[src/rtl/ram_lsu_bridge.sv]
// Byte/half/word load-store master for a dual-port word RAM without byte enables.
// Optional `LSU_MISALIGN_ERR_EN: misaligned or reserved-size requests complete at once with rsp_err.
module ram_lsu_bridge #(
  parameter int ADDR_WIDTH = 12,
  parameter int DATA_WIDTH = 32
) (
  input  logic                  clk,
  input  logic                  rst_n,
  input  logic                  req_valid,
  output logic                  req_ready,
  input  logic                  req_we,
  input  logic [1:0]            req_size,
  input  logic                  req_unsigned,
  input  logic [ADDR_WIDTH+1:0] req_addr,
  input  logic [DATA_WIDTH-1:0] req_wdata,
  output logic                  rsp_valid,
  output logic [DATA_WIDTH-1:0] rsp_rdata,
  output logic                  rsp_err,
  output logic                  ram_w_en,
  output logic [ADDR_WIDTH-1:0] ram_w_addr,
  output logic [DATA_WIDTH-1:0] ram_w_data,
  output logic                  ram_r_en,
  output logic [ADDR_WIDTH-1:0] ram_r_addr,
  input  logic [DATA_WIDTH-1:0] ram_r_data
);

  typedef enum logic [2:0] {IDLE, WR_ISSUE, RD_ISSUE, RD_CAPT, RMW_WRITE} state_t;

  state_t                state;
  logic [ADDR_WIDTH+1:0] addr_q;
  logic [1:0]            size_q;
  logic                  we_q;
  logic                  uns_q;
  logic [15:0]           wdata_q;
  logic                  accept;
  logic                  misalign;

  assign req_ready = rst_n && (state == IDLE);
  assign accept    = req_valid && req_ready;

`ifdef LSU_MISALIGN_ERR_EN
  assign misalign = (req_size == 2'b11) ||
                    (req_size == 2'b01 && req_addr[0]) ||
                    (req_size == 2'b10 && req_addr[1:0] != 2'b00);
`else
  assign misalign = 1'b0;
`endif

  // Half accesses use only lane[1]; word (and size 11) ignore the lane entirely.
  function automatic logic [31:0] load_ext(input logic [31:0] w, input logic [1:0] lane,
                                           input logic [1:0] size, input logic uns);
    logic [31:0] sh;
    logic [15:0] h;
    sh = w >> {lane, 3'b000};
    h  = lane[1] ? w[31:16] : w[15:0];
    case (size)
      2'b00:   load_ext = uns ? {24'h0, sh[7:0]} : {{24{sh[7]}}, sh[7:0]};
      2'b01:   load_ext = uns ? {16'h0, h} : {{16{h[15]}}, h};
      default: load_ext = w;
    endcase
  endfunction

  function automatic logic [31:0] merge(input logic [31:0] w, input logic [15:0] nd,
                                        input logic [1:0] lane, input logic size0);
    logic [31:0] mask;
    mask = 32'h0000_00ff << {lane, 3'b000};
    if (size0)
      merge = lane[1] ? {nd, w[15:0]} : {w[31:16], nd};
    else
      merge = (w & ~mask) | ({24'h0, nd[7:0]} << {lane, 3'b000});
  endfunction

  always_ff @(posedge clk or negedge rst_n) begin
    if (!rst_n) begin
      state      <= IDLE;
      addr_q     <= '0;
      size_q     <= '0;
      we_q       <= 1'b0;
      uns_q      <= 1'b0;
      wdata_q    <= '0;
      rsp_valid  <= 1'b0;
      rsp_rdata  <= '0;
      rsp_err    <= 1'b0;
      ram_w_en   <= 1'b0;
      ram_w_addr <= '0;
      ram_w_data <= '0;
      ram_r_en   <= 1'b0;
      ram_r_addr <= '0;
    end else begin
      rsp_valid <= 1'b0;
      ram_w_en  <= 1'b0;
      ram_r_en  <= 1'b0;
      case (state)
        IDLE: begin
          if (accept) begin
            addr_q  <= req_addr;
            size_q  <= req_size;
            we_q    <= req_we;
            uns_q   <= req_unsigned;
            wdata_q <= req_wdata[15:0];
            if (misalign) begin
              rsp_valid <= 1'b1;
              rsp_err   <= 1'b1;
              rsp_rdata <= '0;
            end else if (req_we && req_size[1]) begin
              state      <= WR_ISSUE;
              ram_w_en   <= 1'b1;
              ram_w_addr <= req_addr[ADDR_WIDTH+1:2];
              ram_w_data <= req_wdata;
            end else begin
              state      <= RD_ISSUE;
              ram_r_en   <= 1'b1;
              ram_r_addr <= req_addr[ADDR_WIDTH+1:2];
            end
          end
        end
        WR_ISSUE, RMW_WRITE: begin
          state     <= IDLE;
          rsp_valid <= 1'b1;
          rsp_err   <= 1'b0;
          rsp_rdata <= '0;
        end
        RD_ISSUE: state <= RD_CAPT;
        RD_CAPT: begin
          if (we_q) begin
            state      <= RMW_WRITE;
            ram_w_en   <= 1'b1;
            ram_w_addr <= addr_q[ADDR_WIDTH+1:2];
            ram_w_data <= merge(ram_r_data, wdata_q, addr_q[1:0], size_q[0]);
          end else begin
            state     <= IDLE;
            rsp_valid <= 1'b1;
            rsp_err   <= 1'b0;
            rsp_rdata <= load_ext(ram_r_data, addr_q[1:0], size_q, uns_q);
          end
        end
        default: state <= IDLE;
      endcase
    end
  end

endmodule

[config.mk]
export PLATFORM = sky130hd
export DESIGN_NAME = ram_lsu_bridge
export DESIGN_NICKNAME = d
export VERILOG_FILES = /design/src/rtl/ram_lsu_bridge.sv
export SDC_FILE = /design/constraint.sdc
export NUM_CORES = 1
export LEC_CHECK = 0
export CORE_AREA = 2 2 148 150
export CTS_CLUSTER_SIZE = 16
export DETAILED_ROUTE_END_ITERATION = 10
export DIE_AREA = 0 0 150 152
export GPL_TIMING_DRIVEN = 0
export RECOVER_POWER = 50
export SETUP_SLACK_MARGIN = 0.3
export SYNTH_ARGS = -nofsm -noshare
export SYNTH_HDL_FRONTEND = slang
export SYNTH_SLANG_ARGS = --single-unit
[constraint.sdc]
create_clock -name clk -period 3.5 [get_ports clk]
set_input_delay 0.525 -clock clk [delete_from_list [all_inputs] [get_ports clk]]
set_output_delay 0.525 -clock clk [all_outputs]
set_load 0.02 [all_outputs]
==> After elaboration in Yosys (flattened, before gate mapping) <==
Cells that the tools add are included.
{ "totals": {"input_bits": 85, "output_inout_bits": 93, "word_cells": 73, "regBits": 129} }
{ "op_classes": {"reduce_logical": 12, "muxes": 31, "eq_ne": 9, "bitwise_logic": 4, "shift": 3} }
{ "op_table": {"columns": ["operator", "n"], "rows": [
  ["two-way mux 32 bit", 8],
  ["case mux 32 bit (2 select lines)", 3],
  ["two-way mux 12 bit", 3],
  ["bitwise AND 32 bit", 1],
  ["NOT 32 bit", 1],
  ["bitwise OR 32 bit", 1],
  ["left shift 8 x 5 -> 32 bit", 1],
  ["left shift 8 x 5 -> 32 bit (first input constant)", 1],
  [">> shifter 32 x 5 -> 8 bit", 1],
  ["case mux 12 bit (2 select lines)", 1],
  ["two-way mux 16 bit", 1],
  ["case mux 3 bit (3 select lines)", 1],
  ["two-way mux 1 bit", 8],
  ["equality test 3 x 2 -> 1 bit (second input constant)", 2],
  ["two-way mux 3 bit", 2],
  ["!= test 2 bit (second input constant)", 3],
  ["case mux 1 bit (2 select lines)", 3],
  ["AND reduction 2 bit", 2],
  ["AND reduction 4 bit", 1],
  ["nonzero test 2 bit", 2],
  ["equality test 3 x 1 -> 1 bit (second input constant)", 1],
  ["equality test 3 bit (second input constant)", 1],
  ["logical AND 1 bit", 3],
  ["zero test 3 bit", 1],
  ["other kinds (7)", 7]
]} }

==> Longest topological paths before layout <==
Gate-level depths: netlist of the first run.
{ "logic_depth": {"ltp_word": 7, "ltp_mapped": 7} }

==> Worst setup path before layout of the first run <==
No wires, ideal clock.
{ "synth_timing": {"path_type": "register to register", "startpoint": "reg state[0]", "endpoint": "reg addr_q[0]", "required_ps": 3375, "period_less_slack_ps": 1885, "slack_ps": 1615, "stages_incl_launch_ff": 5, "n_path_buf": 1, "t_arrival_ps": 1760, "cell_sequence": "dfrtp_1 -> nor4b_4 -> and2_4 -> buf_2 -> mux2_2"} }
{ "synth_between": {"elab_chain_cells": 4} }
{ "synth_lines": {"columns": ["element", "line_no", "source"], "rows": [
  ["start, declared", "29", "state_t state;"],
  ["start signal, assigned", "75", "state <= IDLE;"],
  ["start signal, assigned", "106", "state <= WR_ISSUE;"],
  ["start signal, assigned", "111", "state <= RD_ISSUE;"],
  ["zero test 3 bit", "38", "assign req_ready = rst_n && (state == IDLE);"],
  ["logical AND 1 bit", "38", null],
  ["net req_ready", "10", "output logic req_ready,"],
  ["logical AND 1 bit", "39", "assign accept = req_valid && req_ready;"],
  ["AND reduction 2 bit (no source line)", null, null],
  ["end signal, assigned", "96", "addr_q <= req_addr;"],
  ["end, declared", "30", "logic [ADDR_WIDTH+1:0] addr_q;"]
]} }
The timed path passes the listed nets, and every way through them passes these cells.
A chain may end at the register's enable or synchronous reset.

==> Worst setup path in the final report of the first run <==
{ "layout_timing": {"startpoint": "in rst_n", "endpoint": "out req_ready"} }
{ "layout_between": {"elab_chain_cells": 1} }
{ "layout_lines": {"columns": ["element", "line_no", "source"], "rows": [
  ["start, declared", "8", "input logic rst_n,"],
  ["logical AND 1 bit", "38", null],
  ["end, declared", "10", null]
]} }
No other way between the ends.

==> impl_metrics.yaml, run 1 <==
timing:
  hold_violations: 0
  worstMarginPinSlew_ps: 1190
  fin_crit_ps: 2960
  slew_violations: 0
  skew_ps: 10.9
  finalSetupViolations: 0
  setup_slack_ps: 539
  fmax_mhz: 338
  maxSlewHeadroom_pct: 19.7
  rsz0062_at_grt: "no"
  period_share_pct: 84.6
layout:
  syn2layout_area_growth_pct: 43.1
  final_cells: 1078
  drive_above_1_share_pct: 14.4
  fin_area_mm2: 0.00894
  nFillCells: 2112
  final_common_cell: "clkdlybuf4s50_1"
  final_nets: 868
  final_cell_mix: "clkdlybuf4s50_1, dfrtp_1, nand2_1"
power:
  p_sw_w: 0.00330
  power.share.combinational_pct: 47.1
  p_clk_share_pct: 20.8
  p_int_w: 0.00484
  power_density_mw_per_mm2: 910
  power.leakage_nw: 3.82
  swShare_pct: 40.5
  seqPwrFrac_pct: 32.1
  vdd_drop_max_v: 0.000327
placed_design:
  hpwlAfterDp_um: 16000
  port-buffer-count: 176
  dp.cells: 1044
  routabilityCongestion: 0.846
  place_ws_ps: 480
  post_dp_cell_area_mm2: 0.00839
clock_tree:
  clk_pin_slew_ps: 60
  postCtsResizedCells: 0
  post_cts_buffers: 0
  cts_buffers: 17
  ctsHtreeMaxLevel: 4
  cts.sinks: 128
  clock_latency_ps: 420
  clock-root-buffer: "clkbuf_16"
  ctsLongestPathBuffers: 2
  cts_tree: "built"
  cts_hold_buffers: 0
grt:
  grtUsageMet3_pct: 4.77
  first_global_vias: 5410
  grt_overflow_total: 0
  grt_max_degree: 93
  grt.total_usage_pct: 18.7
  grt-busiest-layer: "met2"
  met1_usage_pct: 25.2
  antenna_found_initial: 2
  global_route.usage.met2_pct: 29.0
  grt_pass1_wl_um: 32300
synthesis:
  synth.area.top_cells: "dfrtp_1, mux2_2, nand2_1"
  synth-seq-area-share_pct: 51.3
  synth-edff-count: 0
  yosysUniqueCellTypes: 52
  ys_ff_latch: 128
  synth.top_cell.area_share_pct: 51.3
  synth_top_cell_by_area: "dfrtp_1"
  syn_area_mm2: 0.00625
  syn_avg_cell_area_um2: 10.6
  async_reset_ff_share_pct: 100
  syn_nets: 672
  syn_inst: 587
  ys.flop_type: "dfrtp_1"
  yosys_warnings: 0
detailed_routing:
  drt_pre_antenna_iters: 5
  drtIter0Drc: 369
  viasPerCell: 5.01
  drt_wl_total_um: 21000
  post_drt_wl_per_cell_um: 19.5
  ant_nets: 0
  vias: 5405
  drcViolationCount: 0
floorplan:
  die_w_um: 150
  pin_count: 178
  core_mm2: 0.0214
  rows: 54
  die_area_mm2: 0.0228
  die_y_um: 152
  start_util_pct: 29.3
setup_path:
  cp.arrival_ps: 2440
  cp_num_buf_inv: 3
  critPathLaunch: "rst_n"
  r2r_slack_ps: 1030
  timing.rr.start: "state[2]"
  reg2reg_depth: 5
  cpMaxStageDelayCell: "clkdlybuf4s50_1"
  crit_type: "input pin to output pin"
  path_max_fanout: 92
  reg2reg_to: "rsp_rdata[21]"
  startpoint_type: "input pin"
  required_ps: 2970
  cp_top_family: "buffers and inverters"
  worst_setup_path_end_kind: "output pin"
  cp_cell_sequence: "buf_6, buf_16, nor4b_4, clkdlybuf4s50_1"
  slowest_delay_ps: 710
run_status:
  outcome: "finished clean"
hold_path:
  hp-class: "input pin to asynchronous set/reset pin"
run:
  maxCapViolCount: 0
-- cell families (layout without fill, tap and decap cells) --
kind of cell	Yosys count	after routing	synth area share [%]
AO/OA/AOI/OAI	189	189	21.5
buffers and inverters	58	267	4.69
flip-flops	128	128	51.3
multiplexers	49	49	9.51
other	1	3	0.0600
AND/OR/NAND/NOR	162	162	13.0
-- stage by stage --
stage | util (%) | power, W | TNS [ps] | hold WS, ps
final | 41.9 | 0.00814 | 0 | 2.91
after global routing | 41.9 | 0.00864 | 0 | 11.1
after CTS | 41.9 | 0.00830 | 0 | 7.50
after detailed placement | 39.3 | 0.00656 | 0 | 456
after global placement | 39.2 | 0.00653 | -795130 | 463
after floorplan | - | 0.00483 | 0 | 229
-- sequential cells by signal (all words and copies together), names as in the netlist, 2 cells and up --
register    count
ram_w_addr     12
ram_r_addr     12
wdata_q        16
ram_w_data     32
size_q          2
rsp_rdata      32
addr_q         14
state           3
-- worst max path at each step --
| stage | to | slack (ps) | cells after the start |
|---|---|---|---|
| after floorplan | addr_q[0] | 1620 | 4 |
| after global routing | req_ready | 370 | 4 |
| after CTS | req_ready | 480 | 4 |
| final | req_ready | 540 | 4 |
| after detailed placement | req_ready | 480 | 4 |
| after global placement | req_ready | -4100 | 3 |
-- worst reg2reg max path, stage by stage (launching register included) --
cell	delay, ps
dfrtp_1	460
nand3b_4	280
nor2_4	240
nor4b_1	980
buf_4	320
a221o_1	130
-- cell usage after synthesis, types with 2 or more instances --
| cell | count |
|---|---|
| o21ai_1 | 9 |
| a32o_1 | 7 |
| nand2b_1 | 8 |
| o21ai_0 | 46 |
| o22a_1 | 7 |
| dfrtp_1 | 128 |
| a31oi_1 | 13 |
| nor2_1 | 28 |
| and3_1 | 8 |
| or3_1 | 7 |
| mux2i_1 | 2 |
| nor4b_4 | 2 |
| o221ai_1 | 9 |
| and2_1 | 3 |
| a21boi_0 | 9 |
| inv_1 | 10 |
| clkbuf_1 | 24 |
| a2bb2oi_1 | 7 |
| mux2_4 | 9 |
| mux2_2 | 37 |
| a21oi_1 | 28 |
| o221a_2 | 7 |
| a211o_1 | 7 |
| and3b_1 | 8 |
| buf_2 | 10 |
| nand2_1 | 88 |
| buf_4 | 6 |
| a22o_1 | 2 |
| a211oi_1 | 16 |
| a221o_1 | 16 |
| buf_6 | 5 |
-- area by class of cell --
class | instances | area (um2) | area share (%)
antenna | 2 | 5.00 | 0.0560
timing repair buffer | 177 | 1790 | 20.0
multi-input combinational | 401 | 2740 | 30.6
clock inverter | 15 | 138 | 1.54
tap | 280 | 350 | 3.92
inverter | 12 | 47.5 | 0.532
clock buffer | 17 | 425 | 4.76
sequential | 128 | 3200 | 35.8
buffer | 46 | 244 | 2.73
-- power by group through the flow --
stage	clock network [W]	registers (W)	logic, W
4_1_cts	0.00174	0.00262	0.00394
5_1_grt	0.00181	0.00269	0.00414
2_1_floorplan	0	0.00313	0.00170
3_3_place_gp	0	0.00263	0.00390
6_report	0.00170	0.00261	0.00383
3_5_place_dp	0	0.00265	0.00392
-- routing by layer --
| layer | part of all wire (%) | vias up |
|---|---|---|
| met5 | 0 | - |
| met2 | 48 | 173 |
| li1 | - | 2554 |
| met4 | 2.5 | 0 |
| met3 | 5.9 | 28 |
| met1 | 44 | 2650 |
Power figures use the tool's default switching activity.
==> inputs of run 2 (changes only) <==
==> constraint.sdc (replaced) <==
create_clock -name clk -period 3.06 [get_ports clk]
set_input_delay 0.459 -clock clk [delete_from_list [all_inputs] [get_ports clk]]
set_output_delay 0.459 -clock clk [all_outputs]
set_load 0.02 [all_outputs]
==> impl_metrics.yaml, run 2 (same netlist as run 1, synthesis figures left out) <==
floorplan:
  die_area_mm2: 0.0228
  die_w_um: 150
  die_y_um: 152
  start_util_pct: 29.3
  pin_count: 178
  rows: 54
  core_mm2: 0.0214
power:
  p_int_w: 0.00556
  power_w: 0.00934
  p_clk_share_pct: 20.8
  vdd_drop_max_v: 0.000375
  seqPwrFrac_pct: 32.0
  power.share.combinational_pct: 47.1
  p_sw_w: 0.00378
  power_density_mw_per_mm2: 1050
  power.leakage_nw: 3.73
  swShare_pct: 40.5
grt:
  antenna_found_initial: 2
  grt_max_degree: 47
  first_global_vias: 5420
  grt_pass1_wl_um: 32500
  met1_usage_pct: 25.5
  grt_overflow_total: 0
  grt-busiest-layer: "met2"
  grt.total_usage_pct: 18.9
  grtUsageMet3_pct: 4.77
  global_route.usage.met2_pct: 29.5
run_status:
  outcome: "complete, but fails checks"
  violations: "capacitance limit, slew limit"
timing:
  slew_violations: 85
  period_share_pct: 84.8
  skew_ps: 10.4
  worstMarginPinSlew_ps: 2120
  maxSlewHeadroom_pct: -41.8
  hold_violations: 0
  setup_tns_ps: 0
  rsz0062_at_grt: "no"
  finalSetupViolations: 0
  whs_ps: 287
  fmax_mhz: 385
  fin_crit_ps: 2600
detailed_routing:
  vias: 5429
  viasPerCell: 5.03
  drt_wl_total_um: 21300
  post_drt_wl_per_cell_um: 19.7
  ant_nets: 0
  drcViolationCount: 0
  drt_pre_antenna_iters: 5
  drtIter0Drc: 379
clock_tree:
  ctsLongestPathBuffers: 2
  clock-root-buffer: "clkbuf_16"
  ctsHtreeMaxLevel: 4
  cts_buffers: 17
  clock_latency_ps: 420
  cts.sinks: 128
  postCtsResizedCells: 0
  cts_tree: "built"
  clk_pin_slew_ps: 60
layout:
  post-route-util_pct: 41.6
  top_regs: "ram_w_data (32), rsp_rdata (32), wdata_q (16)"
  syn2layout_area_growth_pct: 42.2
  drive_above_1_share_pct: 12.8
  final_cell_mix: "clkdlybuf4s50_1, dfrtp_1, nand2_1"
  final_cells: 1080
  final_nets: 870
  final_common_cell: "clkdlybuf4s50_1"
hold_path:
  hp-class: "input pin to asynchronous set/reset pin"
setup_path:
  r2r_slack_ps: 460
  cpMaxStageDelayCell: "a32oi_1"
  required_ps: 3360
  reg2reg_depth: 7
  path_max_fanout: 10
  crit_type: "flop to flop"
  slowest_delay_ps: 910
  timing.rr.start: "state[1]"
  cp_cell_sequence: "and3b_1, clkbuf_1, a32oi_1, inv_4, buf_2, nor2_1, a31oi_1"
  reg2reg_to: "ram_w_addr[5]"
  cp.arrival_ps: 2900
  startpoint_type: "flop"
  worst_setup_path_end_kind: "flop"
placed_design:
  port-buffer-count: 176
  dp.cells: 1044
  routabilityCongestion: 0.846
  hpwlAfterDp_um: 16000
run:
  maxCapViolCount: 2
-- run 2: changes by cell type in the layout (fill, tap and decap cells not counted), moves of 2 or more --
cell | previous run | this run
clkdlybuf4s50_1 | 135 | 167
buf_6 | 6 | 4
clkbuf_1 | 25 | 31
buf_4 | 6 | 4
dlygate4sd3_1 | 40 | 8
mux2_4 | 9 | 4
mux2_1 | 1 | 6
-- run 2: metrics by stage --
step	instance area (um2)	worst slack (ps)
5_1_grt	8890	258
3_5_place_dp	8390	172
3_3_place_gp	8360	-4410
2_1_floorplan	6250	1180
4_1_cts	9000	548
6_report	8890	465
-- run 2: power by group through the flow --
| stage | Sequential, W | Combinational (W) | Clock [W] |
|---|---|---|---|
| after floorplan | 0.00358 | 0.00194 | 0 |
| after global placement | 0.00301 | 0.00446 | 0 |
| after detailed placement | 0.00303 | 0.00448 | 0 |
| after CTS | 0.00300 | 0.00451 | 0.00199 |
| after global routing | 0.00308 | 0.00474 | 0.00207 |
| final | 0.00299 | 0.00440 | 0.00195 |
-- run 2: layer usage --
layer  wire (um)  vias up
met2       10200      191
met4         492        0
li1            -     2552
met1        9220     2658
met3        1390       28
met5           0        -
-- run 2: worst max-delay path by stage --
stage	startpoint	to	slack [ps]
floorplan	state[0]	addr_q[0]	1180
CTS	state[0]	req_ready	550
detailed placement	rst_n	req_ready	170
global placement	rst_n	req_ready	-4410
finish	state[1]	ram_w_addr[5]	460
global route	rst_n	wdata_q[3]	260
-- run 2: worst max-delay path: cells and delay by family (launching register included) --
family | cells | cell delay (ps)
AOI/OAI and AO/OA | 2 | 960
buffers and inverters | 3 | 680
DFF | 1 | 490
and+or+nand+nor | 2 | 350
-- run 2: what timing repair did --
item	4_1_cts	5_1_grt
hold endpoints to repair	37	0
hold buffers	1	0
setup endpoints to repair	1	0
buffers inserted	0	0
-- run 2: cell type report --
type                            count  area (um2)
Multi-Input combinational cell    401        2690
Timing Repair Buffer              179        1800
Tap cell                          280         350
Buffer                             46         228
Clock inverter                     15         138
Antenna cell                        2        5.00
Sequential cell                   128        3200
Fill cell                        2126       12500
Clock buffer                       17         425
Inverter                           12        47.5
==> inputs of run 3 (changes only) <==
==> constraint.sdc (replaced) <==
create_clock -name clk -period 2.6 [get_ports clk]
set_input_delay 0.39 -clock clk [delete_from_list [all_inputs] [get_ports clk]]
set_output_delay 0.39 -clock clk [all_outputs]
set_load 0.02 [all_outputs]
==> impl_metrics.yaml, run 3 (same netlist as run 1, synthesis figures left out) <==
setup_path:
  startpoint_type: "flop"
  cp.arrival_ps: 2510
  crit_type: "flop to flop"
  worst_setup_path_end_kind: "flop"
  path_max_fanout: 10
  required_ps: 2900
placed_design:
  hpwlAfterDp_um: 16000
  routabilityCongestion: 0.846
  port-buffer-count: 176
  place_ws_ps: -150
power:
  power.leakage_nw: 3.80
  power_density_mw_per_mm2: 1230
  vdd_drop_max_v: 0.000443
hold_path:
  hp-class: "input pin to asynchronous set/reset pin"
layout:
  nFillCells: 2111
  final_cell_mix: "clkdlybuf4s50_1, dfrtp_1, nand2_1"
  top_regs: "ram_w_data (32), rsp_rdata (32), wdata_q (16)"
  post-route-util_pct: 42.0
  final_nets: 872
  syn2layout_area_growth_pct: 43.6
  final_common_cell: "clkdlybuf4s50_1"
  drive_above_1_share_pct: 14.5
grt:
  grt_pass1_wl_um: 32800
  grt_max_degree: 47
  grt.total_usage_pct: 19.1
  grt_overflow_total: 0
  first_global_vias: 5475
  antenna_found_initial: 2
timing:
  maxSlewHeadroom_pct: -33.6
  period_share_pct: 84.8
  worstMarginPinSlew_ps: 2000
  setup_slack_ps: 395
  slew_violations: 38
  whs_ps: 71.2
  skew_ps: 11.0
  rsz0062_at_grt: "no"
  fmax_mhz: 454
  finalSetupViolations: 0
  hold_violations: 0
  setup_tns_ps: 0
  fin_crit_ps: 2200
floorplan:
  die_area_mm2: 0.0228
  rows: 54
  start_util_pct: 29.3
  die_y_um: 152
  pin_count: 178
  die_w_um: 150
  core_mm2: 0.0214
clock_tree:
  clock_latency_ps: 420
  post_cts_buffers: 0
  cts_buffers: 17
  ctsHtreeMaxLevel: 4
  clk_pin_slew_ps: 70
  cts.sinks: 128
  clock-root-buffer: "clkbuf_16"
  cts_tree: "built"
  ctsLongestPathBuffers: 2
detailed_routing:
  drt_pre_antenna_iters: 6
  drcViolationCount: 0
  post_drt_wl_per_cell_um: 19.8
  drt_wl_total_um: 21400
  viasPerCell: 5.04
  ant_nets: 0
  drtIter0Drc: 359
  vias: 5451
run:
  maxCapViolCount: 1
run_status:
  violations: "capacitance limit, slew limit"
  outcome: "complete, but fails checks"
run 3: cell types whose count changed in the layout (fill, tap and decap cells not counted), sizes merged:
cell,before,now
clkdlybuf4s50,167,150
dlygate4sd3,8,24
buf,18,21
bufbuf,0,1
clkbuf,48,47
dlygate4sd2,0,1
dlymetal6s2s,1,0
run 3: repair_timing:
action                                  in CTS  in global routing
endpoints found under the setup margin       1                  0
gates resized for setup                      2                  0
hold buffers                                 3                  0
endpoints found under the hold margin       37                  0
run 3: area by class of cell:
cell class	instances	area [um2]	share of cell area, %
multi-input combinational	401	2730	30.5
buffer	46	236	2.64
clock inverter	15	138	1.53
timing repair buffer	181	1830	20.4
antenna	2	5.00	0.0558
inverter	12	47.5	0.530
clock buffer	17	425	4.74
tap	280	350	3.91
sequential	128	3200	35.7
run 3: critical path, stage by stage (launching register included):
cell	delay, ps
dfrtp_1	480
nor4b_4	410
and2_0	290
nand2b_1	210
clkbuf_2	330
mux2_4	360
run 3: routing by layer:
metal | global-route usage [%] | vias to the layer above | share of wire [%]
li1 | - | 2557 | -
met1 | 25.6 | 2678 | 43
met2 | 29.6 | 184 | 48
met3 | 4.80 | 32 | 6.3
met4 | 7.23 | 0 | 2.8
met5 | 0 | - | 0
run 3: per-stage QoR:
stage	instance area [um2]	total power, W	cells
after global placement	8360	0.00879	1043
after global routing	8970	0.0117	1082
after floorplan	6250	0.00651	587
after CTS	9050	0.0112	1080
after detailed placement	8390	0.00884	1044
final	8970	0.0110	1082
run 3: path summary, 6_finish.rpt:
check | from | end | slack (ps) | depth (start not counted)
max reg2reg | state[0] | ram_r_addr[9] | 400 | 5
min | rst_n | addr_q[0] | 70 | 2
max | state[0] | ram_r_addr[9] | 400 | 5
min in group clk | ram_w_data[7] | ram_w_data[7] | 480 | 2
min reg2reg | ram_w_data[7] | ram_w_data[7] | 480 | 2
max in group asynchronous | rst_n | addr_q[8] | 710 | 3
run 3: where the power goes:
| part | total, W | leakage [nW] | switching [W] | internal, W |
|---|---|---|---|---|
| clock network | 0.00229 | 0.270 | 0.00103 | 0.00126 |
| logic | 0.00520 | 1.95 | 0.00282 | 0.00237 |
| registers | 0.00352 | 1.58 | 0.000615 | 0.00291 |
